## config.mk

```make
export PLATFORM = sky130hd
export DESIGN_NAME = seq_det_param
export DESIGN_NICKNAME = d
export VERILOG_FILES = /design/src/rtl/seq_det_pkg.sv /design/src/rtl/seq_match_counter.sv /design/src/rtl/seq_det_param.sv
export SDC_FILE = /design/constraint.sdc
export NUM_CORES = 1
export LEC_CHECK = 0
export BUFFER_PORTS_ARGS = -buffer_cell sky130_fd_sc_hd__buf_2
export CAP_MARGIN = 10
export CORE_MARGIN = 2
export CORE_UTILIZATION = 47
export DETAILED_ROUTE_END_ITERATION = 8
export GPL_TIMING_DRIVEN = 0
export MAX_ROUTING_LAYER = met4
export PLACE_DENSITY = 0.75
export SKIP_CTS_REPAIR_TIMING = 1
export SYNTH_ARGS = -nofsm -noshare
export SYNTH_HDL_FRONTEND = slang
export SYNTH_SLANG_ARGS = --single-unit
```

## constraint.sdc

```tcl
create_clock -name clk -period 2 [get_ports clk]
set_input_delay 0.1 -clock clk [delete_from_list [all_inputs] [get_ports clk]]
set_output_delay 0.1 -clock clk [all_outputs]
set_load 0.05 [all_outputs]
```

## src/rtl/seq_det_pkg.sv

```systemverilog
// ---------------------------------------------------------------------------
// seq_det_pkg
// Shared constants and helpers for the parametrised serial sequence detector.
//   SEQ_OVL / SEQ_NOVL : values of the ovl mode input (overlap / non-overlap)
//   fillWidth(len)     : width of a counter able to hold 0..len
// ---------------------------------------------------------------------------
package seq_det_pkg;

    localparam logic SEQ_OVL  = 1'b1;
    localparam logic SEQ_NOVL = 1'b0;

    // The fill counter has to represent every value from 0 up to len
    // inclusive, hence the +1 before taking the log.
    function automatic int fillWidth(input int len);
        return $clog2(len + 1);
    endfunction

endpackage

```

## src/rtl/seq_match_counter.sv

```systemverilog
// ---------------------------------------------------------------------------
// seq_match_counter
// Saturating event counter used to tally detector matches.
// Parameters:
//   CNT_W : counter width in bits (>= 1)
// Ports:
//   clk   in  1      rising-edge clock
//   clr_n in  1      asynchronous active-low reset
//   inc   in  1      count one event on this edge
//   clr   in  1      synchronous clear, has priority over inc
//   cnt   out CNT_W  current count, sticks at all-ones
// ---------------------------------------------------------------------------
module seq_match_counter
    import seq_det_pkg::*;
#(
    parameter int CNT_W = 8
) (
    input  logic             clk,
    input  logic             clr_n,
    input  logic             inc,
    input  logic             clr,
    output logic [CNT_W-1:0] cnt
);

    localparam logic [CNT_W-1:0] CNT_MAX = '1;
    localparam logic [CNT_W-1:0] CNT_ONE = CNT_W'(1);

    logic [CNT_W-1:0] cnt_q;
    logic [CNT_W-1:0] cnt_d;

    // Next count: a clear on the same edge as an increment wins, and the
    // count holds once it reaches all-ones instead of wrapping back to zero.
    always_comb begin
        cnt_d = cnt_q;
        if (clr) begin
            cnt_d = '0;
        end else if (inc && (cnt_q != CNT_MAX)) begin
            cnt_d = cnt_q + CNT_ONE;
        end
    end

    // Count register, cleared asynchronously with the rest of the detector.
    always_ff @(posedge clk or negedge clr_n) begin
        if (!clr_n) begin
            cnt_q <= '0;
        end else begin
            cnt_q <= cnt_d;
        end
    end

    assign cnt = cnt_q;

endmodule

```

## src/rtl/seq_det_param.sv

```systemverilog
// ---------------------------------------------------------------------------
// seq_det_param
// Serial sequence detector with a runtime-loadable LEN-bit pattern, overlap /
// non-overlap modes and an optional saturating match counter.
// Build option:
//   SEQ_DET_MATCH_CNT_EN : when defined, match_cnt is a real saturating
//                          counter; when undefined it is tied to 0 and
//                          cnt_clr is ignored.
// Parameters:
//   LEN     : pattern length in bits (>= 2)
//   RST_PAT : pattern value loaded at reset
//   CNT_W   : match counter width (>= 1)
// Ports:
//   clk       in  1      rising-edge clock
//   clr_n     in  1      asynchronous active-low reset
//   x         in  1      serial data bit, first bit aligns with pattern MSB
//   x_valid   in  1      x is accepted on edges where this is high
//   ovl       in  1      1 = overlapping detection, 0 = non-overlapping
//   pat_in    in  LEN    new pattern value
//   pat_load  in  1      load pat_in and restart detection on this edge
//   cnt_clr   in  1      synchronous clear of the match counter
//   z         out 1      registered one-cycle match pulse
//   match_cnt out CNT_W  saturating number of matches
// ---------------------------------------------------------------------------
module seq_det_param
    import seq_det_pkg::*;
#(
    parameter int             LEN     = 4,
    parameter logic [LEN-1:0] RST_PAT = 4'b1011,
    parameter int             CNT_W   = 8
) (
    input  logic             clk,
    input  logic             clr_n,
    input  logic             x,
    input  logic             x_valid,
    input  logic             ovl,
    input  logic [LEN-1:0]   pat_in,
    input  logic             pat_load,
    input  logic             cnt_clr,
    output logic             z,
    output logic [CNT_W-1:0] match_cnt
);

    localparam int                FILL_W    = fillWidth(LEN);
    localparam logic [FILL_W-1:0] FILL_FULL = FILL_W'(LEN);
    localparam logic [FILL_W-1:0] FILL_ONE  = FILL_W'(1);

    logic [LEN-1:0]    pat_q;
    logic [LEN-1:0]    pat_d;
    logic [LEN-1:0]    hist_q;
    logic [LEN-1:0]    hist_d;
    logic [FILL_W-1:0] fill_q;
    logic [FILL_W-1:0] fill_d;
    logic              z_q;
    logic              z_d;

    logic [LEN-1:0]    shiftHist;
    logic [FILL_W-1:0] shiftFill;
    logic              matchHit;

    // Detection datapath. A pattern load restarts everything and swallows the
    // bit on that edge. Otherwise an accepted bit shifts in at the LSB so the
    // oldest bit ends up in the MSB, matching the pattern's bit order. fill
    // tells us whether hist holds LEN genuine bits yet, which stops the
    // zeroed history from matching a pattern that starts with zeros. In
    // non-overlap mode a match empties fill so the next match needs a fresh
    // LEN bits; hist itself is left alone since fill alone gates the compare.
    always_comb begin
        pat_d     = pat_q;
        hist_d    = hist_q;
        fill_d    = fill_q;
        shiftHist = {hist_q[LEN-2:0], x};
        shiftFill = (fill_q == FILL_FULL) ? FILL_FULL : (fill_q + FILL_ONE);
        matchHit  = 1'b0;
        if (pat_load) begin
            pat_d  = pat_in;
            hist_d = '0;
            fill_d = '0;
        end else if (x_valid) begin
            matchHit = (shiftFill == FILL_FULL) && (shiftHist == pat_q);
            hist_d   = shiftHist;
            if (matchHit && (ovl == SEQ_NOVL)) begin
                fill_d = '0;
            end else begin
                fill_d = shiftFill;
            end
        end
        z_d = matchHit;
    end

    // State registers. z is rebuilt every edge from that edge's match, so it
    // is never stretched across idle (x_valid low) cycles.
    always_ff @(posedge clk or negedge clr_n) begin
        if (!clr_n) begin
            pat_q  <= RST_PAT;
            hist_q <= '0;
            fill_q <= '0;
            z_q    <= 1'b0;
        end else begin
            pat_q  <= pat_d;
            hist_q <= hist_d;
            fill_q <= fill_d;
            z_q    <= z_d;
        end
    end

    assign z = z_q;

`ifdef SEQ_DET_MATCH_CNT_EN
    // Match counter advances on the same edge that raises z.
    seq_match_counter #(
        .CNT_W(CNT_W)
    ) u_matchCounter (
        .clk  (clk),
        .clr_n(clr_n),
        .inc  (matchHit),
        .clr  (cnt_clr),
        .cnt  (match_cnt)
    );
`else
    // Counter not built: the output reads zero and the clear has no effect.
    logic unusedCntClr;
    assign unusedCntClr = cnt_clr;
    assign match_cnt    = '0;
`endif

endmodule

```

---- After elaboration in Yosys (flattened, before gate mapping) ----
Index checks and enable logic that the tools add are counted.
storage, ports and cells
  register bits after elaboration ......... 11
  input port bits ......................... 11
  output and inout bits ................... 9
cells by class
  add/subtract/negate cells ............... 1
  equal/unequal tests ..................... 3
  muxes and demuxes ....................... 8
  bitwise gates (word level) .............. 1
  reductions and logical operators ........ 3
operators with widths
  operator               number
  $mux W3                6
  $eq A3 B3 Y1 const B   2
  $eq A4 B4 Y1           1
  $add A3 B1 Y3 const B  1
  $logic_and A1 B1 Y1    2
  $mux W1                2
  $reduce_bool A2 Y1     1
  $not A1 Y1             1

---- Depth between registers and ports, before layout ----
  depth in word-level cells ............... 8
  mapped depth ............................ 5
  depth with buffers taken out ............ 5

---- Least setup slack after synthesis ----
Ideal clock, no wire load.
  path type ............................... flip-flop to flip-flop
  start ................................... register fill_q[0]
  end ..................................... register fill_q[2]
  data arrival time ....................... 1.327 ns
  data required time ...................... 1.876 ns
  slack ................................... 0.549 ns
  stages on the path, launching flop included .. 6
  path buffers ............................ 0
  clock period less this slack ............ 1.451 ns
  cell sequence ........................... dfrtp_1 > inv_1 > ha_1 > a21oi_2 > or3_4 > o31a_1
on the way
  word-level cells in the longest chain between the ends .. 8
ends and longest elaborated chain
  element                                        line                  source
  from (decl)                                    seq_det_param.sv:52   logic [FILL_W-1:0] fill_q;
  from (signal assigned)                         seq_det_param.sv:102  fill_q <= fill_d;
  $add A3 B1 Y3 or $eq A3 B3 Y1 (tied branches)  seq_det_param.sv:73   shiftFill = (fill_q == FILL_FULL) ? FILL_FULL : (fill_q + FILL_ONE);
  $mux W3 (*)                                    seq_det_param.sv:73
  $eq A3 B3 Y1                                   seq_det_param.sv:80   matchHit = (shiftFill == FILL_FULL) && (shiftHist == pat_q);
  $logic_and A1 B1 Y1                            seq_det_param.sv:80
  $logic_and A1 B1 Y1                            seq_det_param.sv:82   if (matchHit && (ovl == SEQ_NOVL)) begin
  $mux W3 (*)                                    seq_det_param.sv:82
  $mux W3 (*)                                    seq_det_param.sv:79   end else if (x_valid) begin
  $mux W3 (*)                                    seq_det_param.sv:75   if (pat_load) begin
Mark *: on every way between the ends. The rest lies on a longest branch, timed or not. The select of a mux whose other input is x is not followed.
A chain may end at the register's enable or synchronous reset.

---- Worst setup path in the final report ----
Ends and elaborated chain as after synthesis.

==> impl.org <==
** Layout
- The number of antenna diodes in the final layout is 0.
- Fill cells in the final layout number approximately 120.
- The post-route netlist has 42.67% of its cells at a drive strength greater than 1.
- Register cell area after layout :: between 200 and 300 µm²
- Growth of design area from synthesis to finish :: 20.49%
- In the final layout, the multi-input gates occupy approximately 290 µm².
- For this run, the post-layout net count is 89.
- Count of placed standard cells in the final layout, fillers left out :: 90
- Once layout is complete, the utilization of the core stands at 58.58%.

** Critical path
- Biggest fanout along the worst timing path :: 4
- STA classifies the critical path endpoint as a flip-flop.
- Family of cells with the greatest summed delay on the critical path :: flip-flops
- For this design, the slowest cell found on the critical path is dfrtp_1.
- STA classifies the critical path startpoint as a flip-flop.
- CP Class :: flip-flop to flip-flop
- The signal on the critical path passes through inv_1, ha_1, a21oi_2, or3_4, o31a_1.
- For the worst setup path, the data arrival time is 1.67 ns.
- For this run, the slowest stage of the critical path takes about 0.42 ns.
- Counting both buffers and inverters, the worst setup path holds a total of 1.
- The critical path runs through a total of 5 cells.
- For the worst flop-to-flop path, the logic depth is 5.
- At the worst endpoint, the required time is 2.15 ns.

** Route
- Average wire per cell in the routed design :: 10.36 µm
- DR iter-0 viols :: 0
- Router iterations before antenna repair :: 1
- For this run, design rule violations remaining after detail routing come to 0.
- Dividing the detail-routed via count by the number of cells gives 4.544.
- For this block, the routed nets add up to 932 µm of wire.
- Number of antenna-violating nets in the routed design :: 0
- The routed layout has 409 vias.

** Timing
- Dividing the final minimum period by the clock period gives 75.82%.
- Total count of max-transition violations in the final report :: 0
- For the final database, setup skew stands at ~0.0012 ns.
- Setup repair after global routing left no endpoint under its margin.
- After layout, the minimum clock period comes to 1.516 ns.
- After routing, the total negative slack on setup checks comes to 0 ns.
- Setup violations remaining at the end of the flow were counted as 0.
- Final Worst Setup Slack :: 0.4835 ns
- Final Hold Violating Endpoints :: 0
- Based on the critical path, the design can be clocked at up to 659.4 MHz.

** Power
- In this run the static leakage power is 0.3718 nW.
- For this design the ratio of total power to cell area is 688.5 nW/µm².
- VDD sags by at most 0.3794 mV.

** Logic synthesis
- Number of warnings issued by yosys :: 0
- After synthesis the netlist holds a flip-flop and latch count of 11.
- The mapped netlist covers 616.8 µm².
- Synthesized area divided by synthesized cell count :: 11.42 µm²
- Library cells used by synthesis :: 23
- Gate Count Post-Synth :: 54
- Share of synthesized area occupied by flip-flops and latches :: roughly 45%

** Die
- Starting density of the core :: 48.62%
- In this run the core area contains 13 standard-cell rows.
- Core area :: 1269 µm²
- Height of the chip :: ~40 µm
- Die Area :: 1618 µm²
- Die width :: around 40 µm
- Ports placed on the boundary :: 20

** Global route
- Number of antenna violations at the first check in global routing :: 0
- Global routing used 15.04% of the available tracks across all layers.
- Global-route wire length before repair :: 1490 µm
- The number of global-route vias before repair was 361.
- Entering global routing, the biggest net connects 12 pins.
- The total overflow left after global routing is 0.

** Clock network
- Clock tree synthesis selected as its root buffer the cell clkbuf_4.
- Worst-skew pair later-pin latency :: 0.26 ns
- Deepest clock path buffer count :: 2
- The clock drives 11 sinks.
- Clock buffers created by TritonCTS :: 3
- CTS built an H-tree with a depth of 1.
- TritonCTS built the clock tree.
- Clock transition at the register clock pins on the worst setup and hold paths after CTS :: 0.07 ns

** Placed design
- Once placement completed, the tool counted placed cells totaling 85.
- Input/output buffers :: 9
- Routability-driven placement finished with a final weighted congestion of 0.6752.
- OpenSTA, run right after detailed placement, puts the worst setup slack at 0.4780 ns.

** Hold path
- The worst hold path was traced through 2 stages.
- Class of the worst hold path :: input pin to flip-flop

** Run
- Number of max-capacitance violations reported :: 0

** Outcome
- The run finished with clean final reports.
[area by class of cell]
cell class              count  share of cell area, %
multi-input cells          38                  38.72
flip-flops and latches     11                  37.54
repair buffers             10                  7.407
plain buffers              10                  9.259
clock buffers               4                  3.535
well taps                  15                  2.525
inverters                   2                  1.010
[cells in the final DEF, fill, tap and decap left out, types with 3 or more instances in the layout]
master,count
mux2_2,4
clkbuf_4,3
mux2i_1,5
dfrtp_1,8
buf_2,10
buf_4,8
conb_1,8
nor2_1,5
dfstp_2,3
[kinds of logic (layout without fill, tap and decap cells)]
logic type      Yosys count  count (layout)  share of synthesized area [%]
compound gates            4               4                          4.461
xor+xnor                  4               4                          5.681
fa+ha+maj                 2               2                          4.056
buf+inv                  12              26                          12.37
flops                    11              11                          45.23
mux                       9               9                          15.42
other cells               1               8                         0.6079
simple gates             11              11                          12.17
[final timing paths]
path | from | to | slack [ns]
max | fill_q[0] | fill_q[2] | 0.48
min | ovl | fill_q[2] | 0.06
max reg2reg | fill_q[0] | fill_q[2] | 0.48
min reg2reg | pat_q[2] | pat_q[2] | 0.54
max in group asynchronous | clr_n | pat_q[0] | 1.51
min in group asynchronous | clr_n | hist_q[1] | 0.23
[cell usage after synthesis]
cell      number  area (µm²)
or3_4          1       11.26
mux2i_1        5       50.05
inv_1          2       7.510
ha_1           2       25.02
a21oi_1        1       5.000
a21oi_2        1       8.760
nor2_1         5       18.77
mux2_2         4       45.04
clkbuf_1       1       3.750
nand4b_1       1       8.760
and4b_2        1       11.26
nor3_1         1       5.000
nor4_2         1       12.51
o31a_1         1       8.760
nand3b_1       1       7.510
dfstp_2        3       78.83
buf_2          1       5.000
dfrtp_1        8       200.2
xor2_1         2       17.52
buf_4          8       60.06
xnor2_1        2       17.52
o21ai_0        1       5.000
conb_1         1       3.750
[stage by stage]
| step | hold slack, ns | total power [mW] | area (µm²) |
|---|---|---|---|
| 2_1_floorplan | -0.1956 | 0.3455 | 643.1 |
| 3_3_place_gp | -0.01925 | 0.3650 | 706.9 |
| 3_5_place_dp | -0.02127 | 0.3679 | 706.9 |
| 4_1_cts | -0.3105 | 0.5199 | 733.2 |
| 5_1_grt | 0.05652 | 0.5450 | 743.2 |
| 6_report | 0.06393 | 0.5117 | 743.2 |
[report_power, final]
| part | internal [mW] | switching (mW) | leakage [nW] |
|---|---|---|---|
| logic | 0.0470 | 0.0644 | 0.218 |
| clock network | 0.0770 | 0.0709 | 0.0150 |
| registers | 0.241 | 0.0114 | 0.139 |
[flip-flops by register name (all words and copies together), names as in the netlist]
name	flops
z	1
fill_q	3
hist_q	3
pat_q	4
[metal layers]
metal | vias up | GRT usage [%] | wire length (µm)
met3 | 2 | 3.333 | 39
met5 | - | - | 0
met4 | 0 | 7.500 | 7
li1 | 208 | - | -
met2 | 8 | 26.21 | 501
met1 | 191 | 15.90 | 384
Note: power is estimated with default switching activity, not from simulation.
